<file path="src/rtl/axi_stream_pkt_gen.sv">
// Command-driven AXI4-Stream packet source: one incrementing-byte packet per command.
// Optional statistics counters are enabled by defining AXI_STREAM_PKT_GEN_STATS_EN.
package axi_stream_pkt_gen_pkg;
  typedef struct packed {
    logic [63:0] data;
    logic [7:0]  strb;
    logic [7:0]  keep;
    logic        last;
    logic [3:0]  id;
    logic [3:0]  dest;
    logic [0:0]  user;
  } axis_t;

  typedef struct packed {
    logic  tvalid;
    axis_t t;
  } axis_req_t;

  typedef struct packed {
    logic tready;
  } axis_rsp_t;
endpackage

module axi_stream_pkt_gen #(
  parameter int unsigned DataWidth = 64,
  parameter int unsigned IdWidth   = 4,
  parameter int unsigned DestWidth = 4,
  parameter int unsigned UserWidth = 1,
  parameter int unsigned LenWidth  = 16,
  parameter type axi_stream_req_t  = axi_stream_pkt_gen_pkg::axis_req_t,
  parameter type axi_stream_rsp_t  = axi_stream_pkt_gen_pkg::axis_rsp_t
) (
  input  logic                 clk_i,
  input  logic                 rst_ni,
  input  logic                 cmd_valid_i,
  output logic                 cmd_ready_o,
  input  logic [LenWidth-1:0]  cmd_len_i,
  input  logic [IdWidth-1:0]   cmd_id_i,
  input  logic [DestWidth-1:0] cmd_dest_i,
  input  logic [UserWidth-1:0] cmd_user_i,
  input  logic [7:0]           cmd_seed_i,
  output axi_stream_req_t      tx_req_o,
  input  axi_stream_rsp_t      tx_rsp_i,
  output logic                 busy_o,
`ifdef AXI_STREAM_PKT_GEN_STATS_EN
  output logic [31:0]          pkt_cnt_o,
  output logic [31:0]          beat_cnt_o,
`endif
  output logic                 pkt_done_o
);

  localparam int unsigned NB = DataWidth / 8;
  localparam logic [LenWidth-1:0] NbLen = LenWidth'(NB);

  typedef enum logic {IDLE, SEND} state_e;

  state_e                state_q, state_d;
  logic                  load_cmd, load_next, done_d;
  logic                  valid_q, last_q, done_q;
  logic [LenWidth-1:0]   rem_q, rem_nx;
  logic [7:0]            base_q, base_nx;
  logic [DataWidth-1:0]  data_q;
  logic [NB-1:0]         keep_q;
  logic [IdWidth-1:0]    id_q;
  logic [DestWidth-1:0]  dest_q;
  logic [UserWidth-1:0]  user_q;

  // rem is the byte count from the start of the beat being built to the end of the packet
  function automatic logic [DataWidth-1:0] beat_data(input logic [7:0] base,
                                                     input logic [LenWidth-1:0] rem);
    logic [DataWidth-1:0] d;
    d = '0;
    for (int unsigned i = 0; i < NB; i++) begin
      if (rem > LenWidth'(i)) d[8*i +: 8] = base + 8'(i);
    end
    return d;
  endfunction

  function automatic logic [NB-1:0] beat_keep(input logic [LenWidth-1:0] rem);
    logic [NB-1:0] k;
    k = '0;
    for (int unsigned i = 0; i < NB; i++) begin
      if (rem > LenWidth'(i)) k[i] = 1'b1;
    end
    return k;
  endfunction

  assign rem_nx  = rem_q - NbLen;
  assign base_nx = base_q + 8'(NB);

  always_ff @(posedge clk_i or negedge rst_ni) begin
    if (!rst_ni) state_q <= IDLE;
    else         state_q <= state_d;
  end

  always_comb begin
    state_d   = state_q;
    load_cmd  = 1'b0;
    load_next = 1'b0;
    done_d    = 1'b0;
    case (state_q)
      IDLE: begin
        if (cmd_valid_i) begin
          if (cmd_len_i != '0) begin
            state_d  = SEND;
            load_cmd = 1'b1;
          end else begin
            done_d = 1'b1;
          end
        end
      end
      SEND: begin
        if (tx_rsp_i.tready) begin
          if (last_q) begin
            state_d = IDLE;
            done_d  = 1'b1;
          end else begin
            load_next = 1'b1;
          end
        end
      end
      default: state_d = IDLE;
    endcase
  end

  // Output register stage: every tx_req_o field comes straight from a flop
  always_ff @(posedge clk_i or negedge rst_ni) begin
    if (!rst_ni) begin
      valid_q <= 1'b0;
      last_q  <= 1'b0;
      done_q  <= 1'b0;
      rem_q   <= '0;
      base_q  <= '0;
      data_q  <= '0;
      keep_q  <= '0;
      id_q    <= '0;
      dest_q  <= '0;
      user_q  <= '0;
    end else begin
      valid_q <= (state_d == SEND);
      done_q  <= done_d;
      if (load_cmd) begin
        rem_q  <= cmd_len_i;
        base_q <= cmd_seed_i;
        data_q <= beat_data(cmd_seed_i, cmd_len_i);
        keep_q <= beat_keep(cmd_len_i);
        last_q <= (cmd_len_i <= NbLen);
        id_q   <= cmd_id_i;
        dest_q <= cmd_dest_i;
        user_q <= cmd_user_i;
      end else if (load_next) begin
        rem_q  <= rem_nx;
        base_q <= base_nx;
        data_q <= beat_data(base_nx, rem_nx);
        keep_q <= beat_keep(rem_nx);
        last_q <= (rem_nx <= NbLen);
      end
    end
  end

  always_comb begin
    tx_req_o        = '0;
    tx_req_o.tvalid = valid_q;
    tx_req_o.t.data = data_q;
    tx_req_o.t.strb = keep_q;
    tx_req_o.t.keep = keep_q;
    tx_req_o.t.last = last_q;
    tx_req_o.t.id   = id_q;
    tx_req_o.t.dest = dest_q;
    tx_req_o.t.user = user_q;
  end

  assign cmd_ready_o = (state_q == IDLE);
  assign busy_o      = (state_q == SEND);
  assign pkt_done_o  = done_q;

`ifdef AXI_STREAM_PKT_GEN_STATS_EN
  always_ff @(posedge clk_i or negedge rst_ni) begin
    if (!rst_ni) begin
      pkt_cnt_o  <= '0;
      beat_cnt_o <= '0;
    end else begin
      if (done_q && (pkt_cnt_o != 32'hFFFF_FFFF)) pkt_cnt_o <= pkt_cnt_o + 32'd1;
      if (valid_q && tx_rsp_i.tready && (beat_cnt_o != 32'hFFFF_FFFF))
        beat_cnt_o <= beat_cnt_o + 32'd1;
    end
  end
`endif

endmodule

</file>
<file path="config.mk">
export PLATFORM = sky130hd
export DESIGN_NAME = axi_stream_pkt_gen
export DESIGN_NICKNAME = d
export VERILOG_FILES = /design/src/rtl/axi_stream_pkt_gen.sv
export SDC_FILE = /design/constraint.sdc
export NUM_CORES = 1
export LEC_CHECK = 0
export CAP_MARGIN = 5
export CORE_ASPECT_RATIO = 1.4
export CORE_MARGIN = 2
export CORE_UTILIZATION = 47
export DETAILED_ROUTE_END_ITERATION = 12
export PLACE_DENSITY_LB_ADDON = 0.2
export SKIP_CTS_REPAIR_TIMING = 1
export SYNTH_ARGS = -nofsm -noshare
export SYNTH_HDL_FRONTEND = slang
export SYNTH_SLANG_ARGS = --single-unit
</file>
<file path="constraint.sdc">
create_clock -name clk_i -period 2.3 [get_ports clk_i]
set_input_delay 0.345 -clock clk_i [delete_from_list [all_inputs] [get_ports clk_i]]
set_output_delay 0.345 -clock clk_i [all_outputs]
set_load 0.05 [all_outputs]
</file>
==> metrics.md <==
| Metric | Value |
|---|---|
| FF+latch count, synth | `108` |
| Cts bufs inserted | `9` |
| Synth Instances | `about 730` |
| FP Rows | `51` |
| DRT iter0 DRCs | `about 470` |
| FMAX | `392 MHz` |
| Actual slew at the worst max-slew pin | `a little over 0.7 ns` |
| P_int | `between 7 and 8 mW` |
| Area leader, netlist | `dfrtp_1` |
| Most Crowded Layer GR | `met2` |
| Crit path max-delay cell type | `or4_4` |
| Worst setup EP type | `flip-flop` |
| Unrepaired setup endpoints after global routing | `true` |
| CTS tree | `built` |
| Share of cells above drive strength 1 | `0.224` |
| Sw Pwr | `between 8 and 9 mW` |
| Lkg Pwr | `about 4.0 nW` |
| Final count of hold timing violations | `0` |
| Buffers on Ports | `130` |
| PnR Total Power | `approximately 16 mW` |
| Antenna violations before repair | `0` |
| Inserted Diodes | `0` |
| Core box area | `between 10,000 and 15,000 um^2` |
| Die area | `15,000 um^2` |
| Synth Area per Inst | `about 9 um^2` |
| Max-slew violations | `0` |
| Commonest non-fill, non-tap cell in the layout | `clkdlybuf4s50_1` |
| DRT Pass-1 Iters | `5` |
| Vias in the first global route | `~6,900` |
| Post-synth cell types | `62` |
| R2R depth | `7` |
| Met1 GRT Util | `0.348` |
| H-tree depth | `3` |
| GRT overflow | `0` |
| Relative slew slack | `0.525` |
| DP HPWL | `17,200 um` |
| Util after Layout | `0.701` |
| Peak supply drop | `~940 uV` |
| Worst skew pair latency | `between 0.3 and 0.4 ns` |
| Fillers | `between 1,000 and 1,500` |
| Critical path depth | `7` |
| Initial Utilization | `0.477` |
| Worst Hold Class | `input pin to async pin` |
| Crit path cell chain | `or4_4 > or3_4 > o32ai_4 > buf_4 > and4_4 > a31oi_4 > a221o_1` |
| Setup ws final | `-0.250 ns` |
| Post-synth EDFFs | `0` |
| Die Ht | `~140 um` |
| Async set or reset register ratio after synthesis | `1.00` |
| Synthesized cell area | `6580 um^2` |
| Fin area | `9660 um^2` |
| Pwr per Cell Area | `1690 nW/um^2` |
| Die width | `a little over 100 um` |
| GR Layer Usage met2 | `0.541` |
| Total number of vias | `between 6,000 and 7,000` |
| Worst path buffer plus inverter count | `1` |
| Most frequent cells in the layout | `129 x clkdlybuf4s50_1, 122 x nand2_1, 110 x buf_4` |
| Synth top area cells | `dfrtp_1 41%, nand2_1 7.0%, xnor2_1 5.3%` |
| Met3 Usage GRT | `0.0595` |
| Yosys warnings | `0` |
| Outcome | `finished with violations` |
| DRC viols | `0` |
| Pin count of the biggest net entering global routing | `58` |
| Max-cap viol count | `0` |
| Sequential share of power | `0.225` |
| Critical Path Max Stage Delay | `0.55 ns` |
| Tot GR Track Use | `0.313` |
| WP data arrival | `approximately 2.8 ns` |
| Top FF cell, synth | `dfrtp_1` |
| CP Class | `flip-flop to flip-flop` |
| Top-area cell type share of the netlist area | `0.411` |
| Sw Share | `0.523` |
| Req. time, crit path | `roughly 2.6 ns` |
| Layout area overhead | `46.9%` |
| WL final | `between 20,000 and 25,000 um` |
| Clock share of power | `0.093` |
| Wirelength per Cell | `21.0 um` |
| Vias per inst | `5.97` |
| Comb pwr share | `0.683` |
| Worst Path Max Fanout | `7` |
| Setup Skew | `around 0.007 ns` |
| Period utilization | `1.11` |
| First-pass GRT wire length | `36,100 um` |
| Critical path's top delay family | `simple AND/OR/NAND/NOR gates` |
| Remaining antenna violation count | `0` |
| Final setup vio count | `just over 70` |
| Min Hold Slack | `0.363 ns` |
| Violated checks | `setup timing` |
| Placed Area | `about 9000 um^2` |
| Clock transition at path regs | `roughly 0.080 ns` |
| Nature of the critical path startpoint | `flip-flop` |
| Clk root buf | `clkbuf_16` |
| Io pins | `roughly 130` |
| Sequential area share after synthesis | `0.411` |
| Fin crit period | `between 2 and 3 ns` |
| Syn nets | `just under 800` |
| Final estimated routing congestion in global placement | `~0.94` |
| Clk buf depth | `2` |
| Layout Nets | `1,003` |
| Clk sink count | `108` |
-- flip-flops by register name (all words and copies together), names as in the netlist --
name        flops
last_q          1
dest_q          4
data_q         64
rem_q          16
keep_q          8
pkt_done_o      1
id_q            4
user_q          1
base_q          8
valid_q         1
-- metal layers --
metal  vias to the layer above  wire length [um]
li1                       3012                 -
met1                      3307              8780
met2                       344             11900
met3                       107              1470
met4                         0              1660
met5                         -                 0
-- stage by stage --
| stage | std cells | TNS (ns) | setup WS (ns) |
|---|---|---|---|
| floorplan | 732 | -1.12 | -0.0823 |
| finish | 1134 | -10.70 | -0.250 |
| CTS | 1128 | -11.28 | -0.264 |
| detailed placement | 1112 | -36.15 | -0.526 |
| global route | 1134 | -14.48 | -0.287 |
| global placement | 1112 | -33.43 | -0.512 |
-- power by group through the flow --
stage | clock (mW) | sequential, mW | combinational, mW
2_1_floorplan | 0 | 5.84 | 4.18
3_3_place_gp | 0 | 3.61 | 10.2
3_5_place_dp | 0 | 3.65 | 10.3
4_1_cts | 1.53 | 3.62 | 10.3
5_1_grt | 1.62 | 3.75 | 11.7
6_report | 1.51 | 3.66 | 11.1
-- path summary, 6_finish.rpt --
path	from	to	slack, ns
setup / recovery	rem_q[6]$_DFFE_PN0P_	data_q[26]$_DFFE_PN0P_	-0.25
hold / removal	rst_ni	id_q[3]$_DFFE_PN0P_	0.36
max in group asynchronous	rst_ni	data_q[28]$_DFFE_PN0P_	1.17
hold reg to reg	dest_q[1]$_DFFE_PN0P_	dest_q[1]$_DFFE_PN0P_	0.48
setup reg to reg	rem_q[6]$_DFFE_PN0P_	data_q[26]$_DFFE_PN0P_	-0.25
min in group clk_i	dest_q[1]$_DFFE_PN0P_	dest_q[1]$_DFFE_PN0P_	0.48
-- synthesized netlist by cell type (3+ instances only) --
cell	n
xnor2_1	40
or3_1	7
inv_1	18
a22oi_1	16
a21oi_1	29
or2_2	3
buf_4	11
clkbuf_1	43
a31oi_1	6
nand4_1	5
dfrtp_1	108
ha_1	22
a221o_1	18
nand3b_1	3
o221ai_1	21
nor3_1	14
xor2_1	37
nor2_1	57
o31ai_1	14
nand3_1	13
nor4_1	8
o311ai_0	7
a21o_1	4
o211ai_1	8
nand2_1	122
o21ai_0	47
nor2b_1	4
buf_1	4
-- layout make-up --
cell class / instances / area (um^2) / share of cell area
Clock buffer: 11 / 233 / 0.0241
Sequential cell: 108 / 2700 / 0.280
Tap cell: 185 / 231 / 0.0240
Multi-Input combinational cell: 547 / 3910 / 0.404
Timing Repair Buffer: 260 / 2470 / 0.256
Inverter: 18 / 67.6 / 0.00699
Clock inverter: 5 / 45.0 / 0.00466
-- cell families after synthesis --
logic type / Yosys count / synth area share
AOI/OAI and AO/OA: 191 / 0.211
xor gates and xnor gates: 77 / 0.103
adders and majority gates: 22 / 0.0418
buffers and inverters: 77 / 0.0514
DFF: 108 / 0.411
and+or+nand+nor: 257 / 0.182
(Power assumes the default switching activity.)
